**config.mk**
```make
export PLATFORM = sky130hd
export DESIGN_NAME = gpio_ctrl
export DESIGN_NICKNAME = d
export VERILOG_FILES = /design/src/rtl/gpio_ctrl.sv
export SDC_FILE = /design/constraint.sdc
export NUM_CORES = 1
export LEC_CHECK = 0
export ABC_AREA = 1
export BUFFER_PORTS_ARGS = -buffer_cell sky130_fd_sc_hd__clkbuf_2
export CAP_MARGIN = 10
export CELL_PAD_IN_SITES_DETAIL_PLACEMENT = 1
export CELL_PAD_IN_SITES_GLOBAL_PLACEMENT = 1
export CORE_UTILIZATION = 36
export DETAILED_ROUTE_END_ITERATION = 8
export GPL_TIMING_DRIVEN = 1
export PLACE_DENSITY_LB_ADDON = 0.1
export RECOVER_POWER = 25
export SYNTH_ARGS = -nofsm -noshare
export SYNTH_HDL_FRONTEND = slang
export SYNTH_SLANG_ARGS = --single-unit
```
**constraint.sdc**
```tcl
create_clock -name clk_i -period 1.42 [get_ports clk_i]
set_input_delay 0.213 -clock clk_i [delete_from_list [all_inputs] [get_ports clk_i]]
set_output_delay 0.213 -clock clk_i [all_outputs]
set_load 0.01 [all_outputs]
```
**src/rtl/gpio_ctrl.sv**
```systemverilog
// gpio_ctrl: Wishbone GPIO register block with per-pin edge interrupts.
// Ports: clk_i/rst_ni (sync low), wb_* slave, gpio_dat_o/gpio_dir_o/gpio_in_i bank, irq_o.
module gpio_ctrl #(
   parameter int NUM_PINS = 8
) (
   input  logic                clk_i,
   input  logic                rst_ni,
   input  logic                wb_cyc_i,
   input  logic                wb_stb_i,
   input  logic                wb_we_i,
   input  logic [4:0]          wb_adr_i,
   input  logic [3:0]          wb_sel_i,
   input  logic [31:0]         wb_dat_i,
   output logic [31:0]         wb_dat_o,
   output logic                wb_ack_o,
   output logic [NUM_PINS-1:0] gpio_dat_o,
   output logic [NUM_PINS-1:0] gpio_dir_o,
   input  logic [NUM_PINS-1:0] gpio_in_i,
   output logic                irq_o
);

   localparam int W = NUM_PINS;

   typedef enum logic [2:0] {
      A_DAT  = 3'd0,
      A_DIR  = 3'd1,
      A_IN   = 3'd2,
      A_IE   = 3'd3,
      A_EDGE = 3'd4,
      A_IP   = 3'd5,
      A_RS6  = 3'd6,
      A_RS7  = 3'd7
   } addr_e;

   // register file
   logic [W-1:0] r_dat;
   logic [W-1:0] r_dir;
   logic [W-1:0] r_ie;
   logic [W-1:0] r_edge;
   logic [W-1:0] r_ip;

   // input synchronizer and edge history
   logic [W-1:0] r_s1;
   logic [W-1:0] r_s2;
   logic [W-1:0] r_s3;
   logic [1:0]   r_arm;

   // bus response
   logic         r_ack;
   logic [31:0]  r_rdata;

   // decode
   addr_e        w_addr;
   logic         w_req;
   logic         w_wr;
   logic [31:0]  w_bmask;
   logic [W-1:0] w_wmask;
   logic [W-1:0] w_wdata;
   logic [31:0]  w_rdata;

   // event path
   logic         w_armed;
   logic [W-1:0] w_rise;
   logic [W-1:0] w_fall;
   logic [W-1:0] w_evt;
   logic [W-1:0] w_ip_clr;
   logic [W-1:0] w_ip_nxt;

   logic         w_unused;

   function automatic logic [W-1:0] merge(
      input logic [W-1:0] old,
      input logic [W-1:0] d,
      input logic [W-1:0] m
   );
      return (old & ~m) | (d & m);
   endfunction

   assign w_addr  = addr_e'(wb_adr_i[4:2]);
   // ack in flight blocks a new request: one ack per two cycles
   assign w_req   = wb_cyc_i & wb_stb_i & ~r_ack;
   assign w_wr    = w_req & wb_we_i;

   assign w_bmask = {{8{wb_sel_i[3]}}, {8{wb_sel_i[2]}},
                     {8{wb_sel_i[1]}}, {8{wb_sel_i[0]}}};
   assign w_wmask = w_bmask[W-1:0];
   assign w_wdata = wb_dat_i[W-1:0];

   // bits outside the pin range and the byte offset are not decoded
   assign w_unused = ^{wb_adr_i[1:0], wb_dat_i, w_bmask};

   // ---------------- edge detection ----------------

   assign w_armed = (r_arm == 2'd3);
   assign w_rise  = r_s2 & ~r_s3;
   assign w_fall  = ~r_s2 & r_s3;
   assign w_evt   = w_armed ?
                    ((r_edge & w_rise) | (~r_edge & w_fall)) :
                    '0;

   assign w_ip_clr = (w_wr && w_addr == A_IP) ?
                     (w_wdata & w_wmask) : '0;

   // new events are OR-ed after the clear so a coincident set wins
   assign w_ip_nxt = (r_ip & ~w_ip_clr) | w_evt;

   // ---------------- read mux ----------------

   always_comb begin
      w_rdata = '0;
      case (w_addr)
         A_DAT:   w_rdata[W-1:0] = r_dat;
         A_DIR:   w_rdata[W-1:0] = r_dir;
         A_IN:    w_rdata[W-1:0] = r_s2;
         A_IE:    w_rdata[W-1:0] = r_ie;
         A_EDGE:  w_rdata[W-1:0] = r_edge;
         A_IP:    w_rdata[W-1:0] = r_ip;
         default: w_rdata = '0;
      endcase
   end

   // ---------------- bus response ----------------

   always_ff @(posedge clk_i) begin
      if (!rst_ni) begin
         r_ack   <= 1'b0;
         r_rdata <= '0;
      end else begin
         r_ack <= w_req;
         if (w_req) begin
            r_rdata <= w_rdata;
         end
      end
   end

   // ---------------- writable registers ----------------

   always_ff @(posedge clk_i) begin
      if (!rst_ni) begin
         r_dat  <= '0;
         r_dir  <= '0;
         r_ie   <= '0;
         r_edge <= '0;
      end else if (w_wr) begin
         case (w_addr)
            A_DAT:  r_dat  <= merge(r_dat, w_wdata, w_wmask);
            A_DIR:  r_dir  <= merge(r_dir, w_wdata, w_wmask);
            A_IE:   r_ie   <= merge(r_ie, w_wdata, w_wmask);
            A_EDGE: r_edge <= merge(r_edge, w_wdata, w_wmask);
            default: ;
         endcase
      end
   end

   // ---------------- input path and pending flags ----------------

   always_ff @(posedge clk_i) begin
      if (!rst_ni) begin
         r_s1  <= '0;
         r_s2  <= '0;
         r_s3  <= '0;
         r_arm <= 2'd0;
         r_ip  <= '0;
      end else begin
         r_s1 <= gpio_in_i;
         r_s2 <= r_s1;
         r_s3 <= r_s2;
         // hold off events until the sync chain has filled
         if (!w_armed) begin
            r_arm <= r_arm + 2'd1;
         end
         r_ip <= w_ip_nxt;
      end
   end

   assign wb_ack_o   = r_ack;
   assign wb_dat_o   = r_rdata;
   assign gpio_dat_o = r_dat;
   assign gpio_dir_o = r_dir;
   assign irq_o      = |(r_ip & r_ie);

endmodule

```
==> impl_metrics.ini, run 1 <==
[synth]
syn_area_sq_um = 3410
yosysSeqAreaShare = 0.440
synth_most_common_cell = nor2_1
synthArstFlopShare = 0
synth.top_cell.area_share = 0.440
synthFlopType = dfxtp_1
synth_warnings = 0
synth_cell_type_count = 25
avgSynthCellArea_sq_um = 7.23
ys_seq_elements = 75
yosys-top-cells-count = nor2_1 (80), dfxtp_1 (75), nand2_1 (73)
synth-edff-count = 0
synth_area_leader_cell = dfxtp_1
synth_cells = 472
synth_area_leaders = dfxtp_1 (44%), nor2_1 (8.8%), nand2_1 (8.0%)

[clock_network]
clk_path_buf_depth = 2
root_buffer = clkbuf_8
cts_hold_buf = 0
cts_tree = yes
cts.sinks = 75
clk-insertion-delay-late_ns = 0.36
h-tree-depth = 3
cts-buffers-inserted = 9
clk_pin_slew_worst_paths_ns = 0.09

[cells_and_area]
fin_nets = 593
drive_gt1_frac = 0.219
area_growth_syn_to_layout_pct = 18.8
fin_area_sq_um = 4050
diodes = 0
fin_cells = 654

[timing]
setup_violations = 1
slew_headroom = 0.519
fin_setup_tns_ns = -0.0743
fin_ws_ns = -0.0743
max_clock_freq_mhz = 669
min_period_over_period = 1.05
fin_crit_ns = 1.49
grt_setup_unrepaired = true
tightest_slew_ns = 0.721
slew_violations = 0
hold-worst-slack_ns = 0.0358
clock_skew_ns = 0.0131
hold_viol = 0

[floorplanning]
die_area_sq_um = 9870
start_util = 0.371
io_pins = 104
core-area_sq_um = 9200
dieHeight_um = 99.3
die-width_um = 99.3
rows = 35

[routing]
drtPass1Iterations = 4
vias_per_cell = 4.87
routedWlPerCell_um = 15.0
vias = 3182
final_antenna_net_count = 0
remaining_drc_errors = 0
initialDrtViolationCount = 119
routed_wl_um = 9840

[setup_path]
r2r_setup_slack_ns = 0.15
critical_path_class = register to output pin
cp-end-kind = output pin
required_ns = 1.21
crit_arrival_ns = 1.28
rr_worst_depth = 7
cp_max_fo = 2
critPathLaunchType = register

[run]
maxCapViolCount = 0

[place]
place_inst = 633
dpl_cell_area_sq_um = 3760
gp_congestion = 0.841
port_buffers = 50
dpl.hpwl_um = 7340
dpl_worst_slack_ns = 0.0740

[outcome]
outcome = finished with violations
violations = setup timing

[power]
power_density_nw_per_um2 = 1120
vdd_drop_max_uv = 542
power.static_leakage_uw = 0.00188

[global_route]
grt.overflow.total = 0
antenna_found_initial = 0
grt_pass1_vias = 3157
grt_max_degree = 35
track_usage = 0.214
grt_pass1_wl_um = 16200

[hold_path]
hold_path_depth = 3
worstHoldPathType = input port to register
[metrics by stage]
| step | util | total power [uW] |
|---|---|---|
| 2_1_floorplan | - | 2550 |
| 3_3_place_gp | 0.409 | 2680 |
| 3_5_place_dp | 0.409 | 2690 |
| 4_1_cts | 0.442 | 4630 |
| 5_1_grt | 0.441 | 4750 |
| 6_report | 0.441 | 4560 |
[worst max-delay path, stage by stage (launching register included)]
cell and delay [ns]:
dfxtp_2 0.34, nand2_2 0.07, nand2_2 0.06, a221oi_2 0.18
nand2_1 0.12, buf_2 0.15
[layout make-up]
type	count	area (sq um)
Fill cell	1184	5140
Multi-Input combinational cell	325	1530
Sequential cell	75	1510
Timing Repair Buffer	74	432
Inverter	53	205
Clock buffer	11	151
Tap cell	111	139
Clock inverter	5	85.1
[report_power, final]
part | leakage [uW] | internal (uW) | switching [uW]
sequential | 0.000615 | 2170 | 36.5
clock | 0.000116 | 1090 | 829
combinational | 0.00115 | 139 | 290
total | 0.00188 | 3400 | 1160
[metal layers]
metal / vias to the layer above / global-route usage / part of all wire
met5: - / 0 / 0
met4: 0 / 0.0814 / 0.015
met3: 11 / 0.0274 / 0.035
met2: 71 / 0.357 / 0.46
met1: 1486 / 0.281 / 0.49
li1: 1614 / - / -
[cells by family (layout without fill, tap and decap cells)]
family	after synthesis	after routing	synth area share
other cells	1	24	0.00110
flops	75	75	0.440
simple gates	214	214	0.281
xor+xnor	1	1	0.00257
compound gates	85	85	0.127
buf+inv	95	143	0.145
fa+ha+maj	1	1	0.00367
[cells in the final DEF (no fill, tap or decap), drive strengths merged]
cell type,instances
ha,1
clkinv,5
clkbuf,63
o21ai,51
inv,50
dfxtp,75
nand2,77
xor2,1
bufinv,2
nor2,82
nand3,35
clkinvlp,1
a21oi,32
nand4,20
conb,24
buf,22
a221oi,2
[path summary, 6_finish.rpt]
check	start	to
hold / removal	gpio_in_i[3]	r_s1[3]
hold reg to reg	r_s1[6]	r_s2[6]
setup / recovery	r_ip[0]	irq_o
setup reg to reg	wb_ack_o	register
[repair_timing]
| item | CTS | global route |
|---|---|---|
| pin swaps | 3 | 3 |
| gates resized for setup | 13 | 6 |
| gates cloned | 0 | 0 |
| setup endpoints to repair | 1 | 6 |
| setup buffers | 5 | 0 |
(Power assumes the default switching activity.)
==> inputs of run 2 (changes only) <==
ABC_AREA = default   (was 1)
CORE_UTILIZATION = 38   (was 36)
==> run 2 against run 1 <==
Effect of this change:
- the run still ends with setup timing left
- power down 5.8%
- synthesized cell count is 26% lower
- global-route usage down 2.6 points
- flip-flop and latch count unchanged
- clock power decreased by 10%
- wire length down 18%
- synthesized area down 1.7%
- first-iteration DRC count is 39% lower
- critical path depth stayed put
- non-clock buffer count is 2 lower
- clock skew decreased by 0.0065 ns
- via count shrank 17%
- highest routed layer unchanged
==> impl_metrics.ini, run 2 <==
[floorplanning]
die_area_sq_um = 9200
core-area_sq_um = 8380
dieHeight_um = 95.9
io_pins = 104
start_util = 0.400
rows = 33
die-width_um = 95.9

[global_route]
grt_max_degree = 35
grt.overflow.total = 0
track_usage = 0.188
antenna_found_initial = 0
grt_pass1_vias = 2596
grt_pass1_wl_um = 12900

[synth]
yosysSeqAreaShare = 0.448
synth_area_leader_cell = dfxtp_1
syn_area_sq_um = 3350
ys_seq_elements = 75
synth_most_common_cell = dfxtp_1
yosys-top-cells-count = dfxtp_1 (75), mux2i_1 (46), nand2_1 (37)
synth_warnings = 0
synthFlopType = dfxtp_1
synth-edff-count = 0
synthArstFlopShare = 0
synth.top_cell.area_share = 0.448
synth_cells = 350
synth_area_leaders = dfxtp_1 (45%), mux2i_1 (14%), buf_4 (6.0%)
synth_cell_type_count = 33
avgSynthCellArea_sq_um = 9.58

[routing]
drtPass1Iterations = 4
remaining_drc_errors = 0
routedWlPerCell_um = 15.5
vias_per_cell = 5.08
routedLengthMet1_um = 3570
wl_met3_um = 301
initialDrtViolationCount = 73
final_antenna_net_count = 0
top_layer_used = met4
routed_wl_um = 8060
dr_wl_met2_um = 4130
vias = 2647

[power]
swShare = 0.227
finalPower_uw = 4290
intPower_uw = 3320
power.static_leakage_uw = 0.00172
power_density_nw_per_um2 = 1070
clkPwrFrac = 0.400
combPwrFrac = 0.087
vdd_drop_max_uv = 608
pwr-share-seq = 0.512
p_switching_uw = 975

[place]
gp_congestion = 0.781
dpl_worst_slack_ns = -0.163
dpl.hpwl_um = 5980
port_buffers = 50

[setup_path]
critPathLaunch = wb_ack_o
required_ns = 1.65
rr_worst_depth = 5
cp-end-kind = register
r2r-start = wb_ack_o
crit_arrival_ns = 1.74
critPathLaunchType = register
cp_max_fo = 5
critical_path_class = register to register

[outcome]
violations = setup timing
outcome = finished with violations

[clock_network]
cts-buffers-inserted = 9
cts.sinks = 75
cts_tree = yes
clk_path_buf_depth = 2
h-tree-depth = 3
clk-insertion-delay-late_ns = 0.34
root_buffer = clkbuf_8
clk_pin_slew_worst_paths_ns = 0.07

[timing]
fin_crit_ns = 1.50
grt_setup_unrepaired = true
slew_violations = 0
clock_skew_ns = 0.00665
min_period_over_period = 1.06
fin_ws_ns = -0.0826
hold_viol = 0
max_clock_freq_mhz = 666
setup_violations = 19

[cells_and_area]
fill_cells = 968
diodes = 0
area_growth_syn_to_layout_pct = 19.2
drive_gt1_frac = 0.272
final_common_cell = dfxtp_1
fin_nets = 467
mostFrequentLayoutCells = dfxtp_1 (64), clkbuf_2 (48), mux2i_1 (46), nand2_1 (37), nor2b_1 (25)

[run]
maxCapViolCount = 0

[hold_path]
worstHoldPathType = input port to register
hold_path_depth = 2
hp-start = gpio_in_i[5]
[run 2: layout make-up]
type	instances	area [sq um]	share of cell area
clock inverters	1	30.0	0.00751
inverters	3	11.3	0.00282
clock buffers	14	183	0.0457
flip-flops and latches	75	1520	0.380
multi-input cells	251	1680	0.421
well taps	105	131	0.0329
repair buffers	72	442	0.110
[run 2: logic make-up after synthesis]
family,after synthesis,synth area share
compound gates,57,0.115
buf+inv,47,0.0869
other cells,1,0.00112
fa+ha+maj,1,0.00373
mux,46,0.137
simple gates,122,0.206
xor+xnor,1,0.00261
flops,75,0.448
[run 2: path summary, 6_finish.rpt]
kind | to | slack, ns
setup / recovery | register | -0.08
hold / removal | r_s1[5] | 0.08
setup reg to reg | register | -0.08
hold reg to reg | r_s2[7] | 0.43
[run 2: power groups by stage]
stage / sequential (uW) / combinational [uW] / clock, uW
global route: 2210 / 419 / 1870
floorplan: 2250 / 279 / 0
global placement: 2250 / 369 / 0
finish: 2200 / 375 / 1720
CTS: 2200 / 382 / 1770
detailed placement: 2250 / 378 / 0
[run 2: repair_timing]
| item | CTS | global route |
|---|---|---|
| gates resized for setup | 9 | 15 |
| hold buffers | 0 | 0 |
| endpoints found under the setup margin | 29 | 39 |
| pin swaps | 4 | 5 |
| setup buffers | 0 | 0 |
[run 2: worst max-delay path, stage by stage, from the launching register on]
cell,delay [ns]
dfxtp_2,0.32
nand3b_4,0.16
or4_4,0.50
buf_8,0.16
mux2i_1,0.18
nor2b_1,0.07
[run 2: routing by layer]
layer,vias to the layer above,global-route usage
met2,56,0.335
met5,-,0
met3,8,0.0403
met1,1291,0.225
met4,0,0.0560
li1,1292,-
[run 2: per-stage QoR]
stage | setup TNS [ns] | hold WS, ns | instance area, sq um | utilization | std cells
floorplan | -1.36 | 0.340 | 3460 | - | 373
global placement | -2.38 | 0.421 | 3720 | 0.444 | 506
detailed placement | -3.46 | 0.422 | 3720 | 0.444 | 506
CTS | -0.711 | 0.0631 | 3970 | 0.474 | 521
global route | -2.15 | 0.0628 | 4000 | 0.477 | 521
finish | -0.569 | 0.0756 | 4000 | 0.477 | 521
==> inputs of run 3 (changes only) <==
BUFFER_PORTS_ARGS = -buffer_cell sky130_fd_sc_hd__buf_2   (was -buffer_cell sky130_fd_sc_hd__clkbuf_2)
==> run 3 against run 2 <==
Effect of this change:
- the run still ends with setup timing left
- first-iteration DRC count down 23%
- sequential share of layout area down 1.0 points
- clock skew about the same
- largest cell class unchanged
- die area unchanged
- setup slack worse by 0.031 ns
==> impl_metrics.ini, run 3 (same netlist as run 2, synthesis figures left out) <==
[global_route]
grt.overflow.total = 0
grt_pass1_wl_um = 13000
antenna_found_initial = 0
grt_pass1_vias = 2595
grt_max_degree = 33
track_usage = 0.192

[hold_path]
hold_path_depth = 2
worstHoldPathType = input port to register

[floorplanning]
dieHeight_um = 95.9
io_pins = 104
start_util = 0.400
die-width_um = 95.9
die_area_sq_um = 9200
rows = 33
core-area_sq_um = 8380

[clock_network]
cts_tree = yes
h-tree-depth = 3
clk_path_buf_depth = 2
cts-buffers-inserted = 9
clk_pin_slew_worst_paths_ns = 0.08
cts_hold_buf = 0
clk-insertion-delay-late_ns = 0.34
cts.sinks = 75
root_buffer = clkbuf_8

[place]
gp_congestion = 0.751
port_buffers = 50
dpl_cell_area_sq_um = 3720
dpl.hpwl_um = 5800

[setup_path]
rr_worst_depth = 5
cp-end-kind = register
required_ns = 1.66
critical_path_class = register to register
crit_arrival_ns = 1.77
critPathLaunchType = register
cp_max_fo = 5

[timing]
hold_viol = 0
slew_violations = 0
fin_setup_tns_ns = -1.34
min_period_over_period = 1.08
fin_crit_ns = 1.53
hold-worst-slack_ns = 0.0696
slew_headroom = 0.522
grt_setup_unrepaired = true
clock_skew_ns = 0.00623
tightest_slew_ns = 0.717
setup_violations = 29
max_clock_freq_mhz = 652
fin_ws_ns = -0.114

[cells_and_area]
final_common_cell = dfxtp_1
fill_cells = 971
fin_nets = 466
drive_gt1_frac = 0.272
diodes = 0
seq_area_sq_um = 1510
final_core_util = 0.486
fin_area_sq_um = 4080
area_growth_syn_to_layout_pct = 21.5
mostFrequentLayoutCells = dfxtp_1 (71), buf_2 (49), mux2i_1 (44), nand2_1 (35), nor2b_1 (25)
multiInputGateArea_sq_um = 1710

[routing]
final_antenna_net_count = 0
initialDrtViolationCount = 56
routedWlPerCell_um = 15.7
remaining_drc_errors = 0
routed_wl_um = 8180
vias_per_cell = 5.04
drtPass1Iterations = 4
vias = 2622

[run]
maxCapViolCount = 0

[outcome]
violations = setup timing
outcome = finished with violations

[power]
vdd_drop_max_uv = 398
power.static_leakage_uw = 0.00175
finalPower_uw = 4750
power_density_nw_per_um2 = 1170
## run 3: power by group
group | internal, uW | switching (uW)
Combinational | 164 | 221
Clock | 1380 | 784
Sequential | 2160 | 35.5
Total | 3710 | 1040
## run 3: cell type report
type,instances,area share
inverters,3,0.00276
clock buffers,10,0.0338
clock inverters,5,0.0307
flip-flops and latches,75,0.370
repair buffers,71,0.112
well taps,105,0.0322
multi-input cells,251,0.418
## run 3: worst paths after layout
path,start,to,slack [ns]
worst max-delay path,wb_ack_o,register,-0.11
worst min-delay path,gpio_in_i[0],r_s1[0],0.07
worst min register to register,r_s1[1],r_s2[1],0.44
worst max register to register,wb_ack_o,register,-0.11
## run 3: layer usage
| metal | vias up | routed length (um) | GRT usage |
|---|---|---|---|
| li1 | 1278 | - | - |
| met1 | 1284 | 3580 | 0.219 |
| met2 | 50 | 4220 | 0.343 |
| met3 | 10 | 276 | 0.0474 |
| met4 | 0 | 107 | 0.0721 |
| met5 | - | 0 | 0 |
## run 3: critical path: stages, from the launching register on
cell and delay [ns]:
dfxtp_2 0.33, nand3b_4 0.17, or4_4 0.51, buf_8 0.16
mux2i_2 0.19, nor2b_1 0.07
## run 3: stage by stage
step	setup WS, ns	instances
after global routing	-0.151	520
after CTS	-0.120	520
after detailed placement	-0.173	504
after floorplan	-0.0744	373
final	-0.114	520
after global placement	-0.141	504
## run 3: repair_timing
action,CTS,global route
resized for setup,13,10
endpoints found under the setup margin,28,39
pin swaps,5,10
setup buffers,1,0
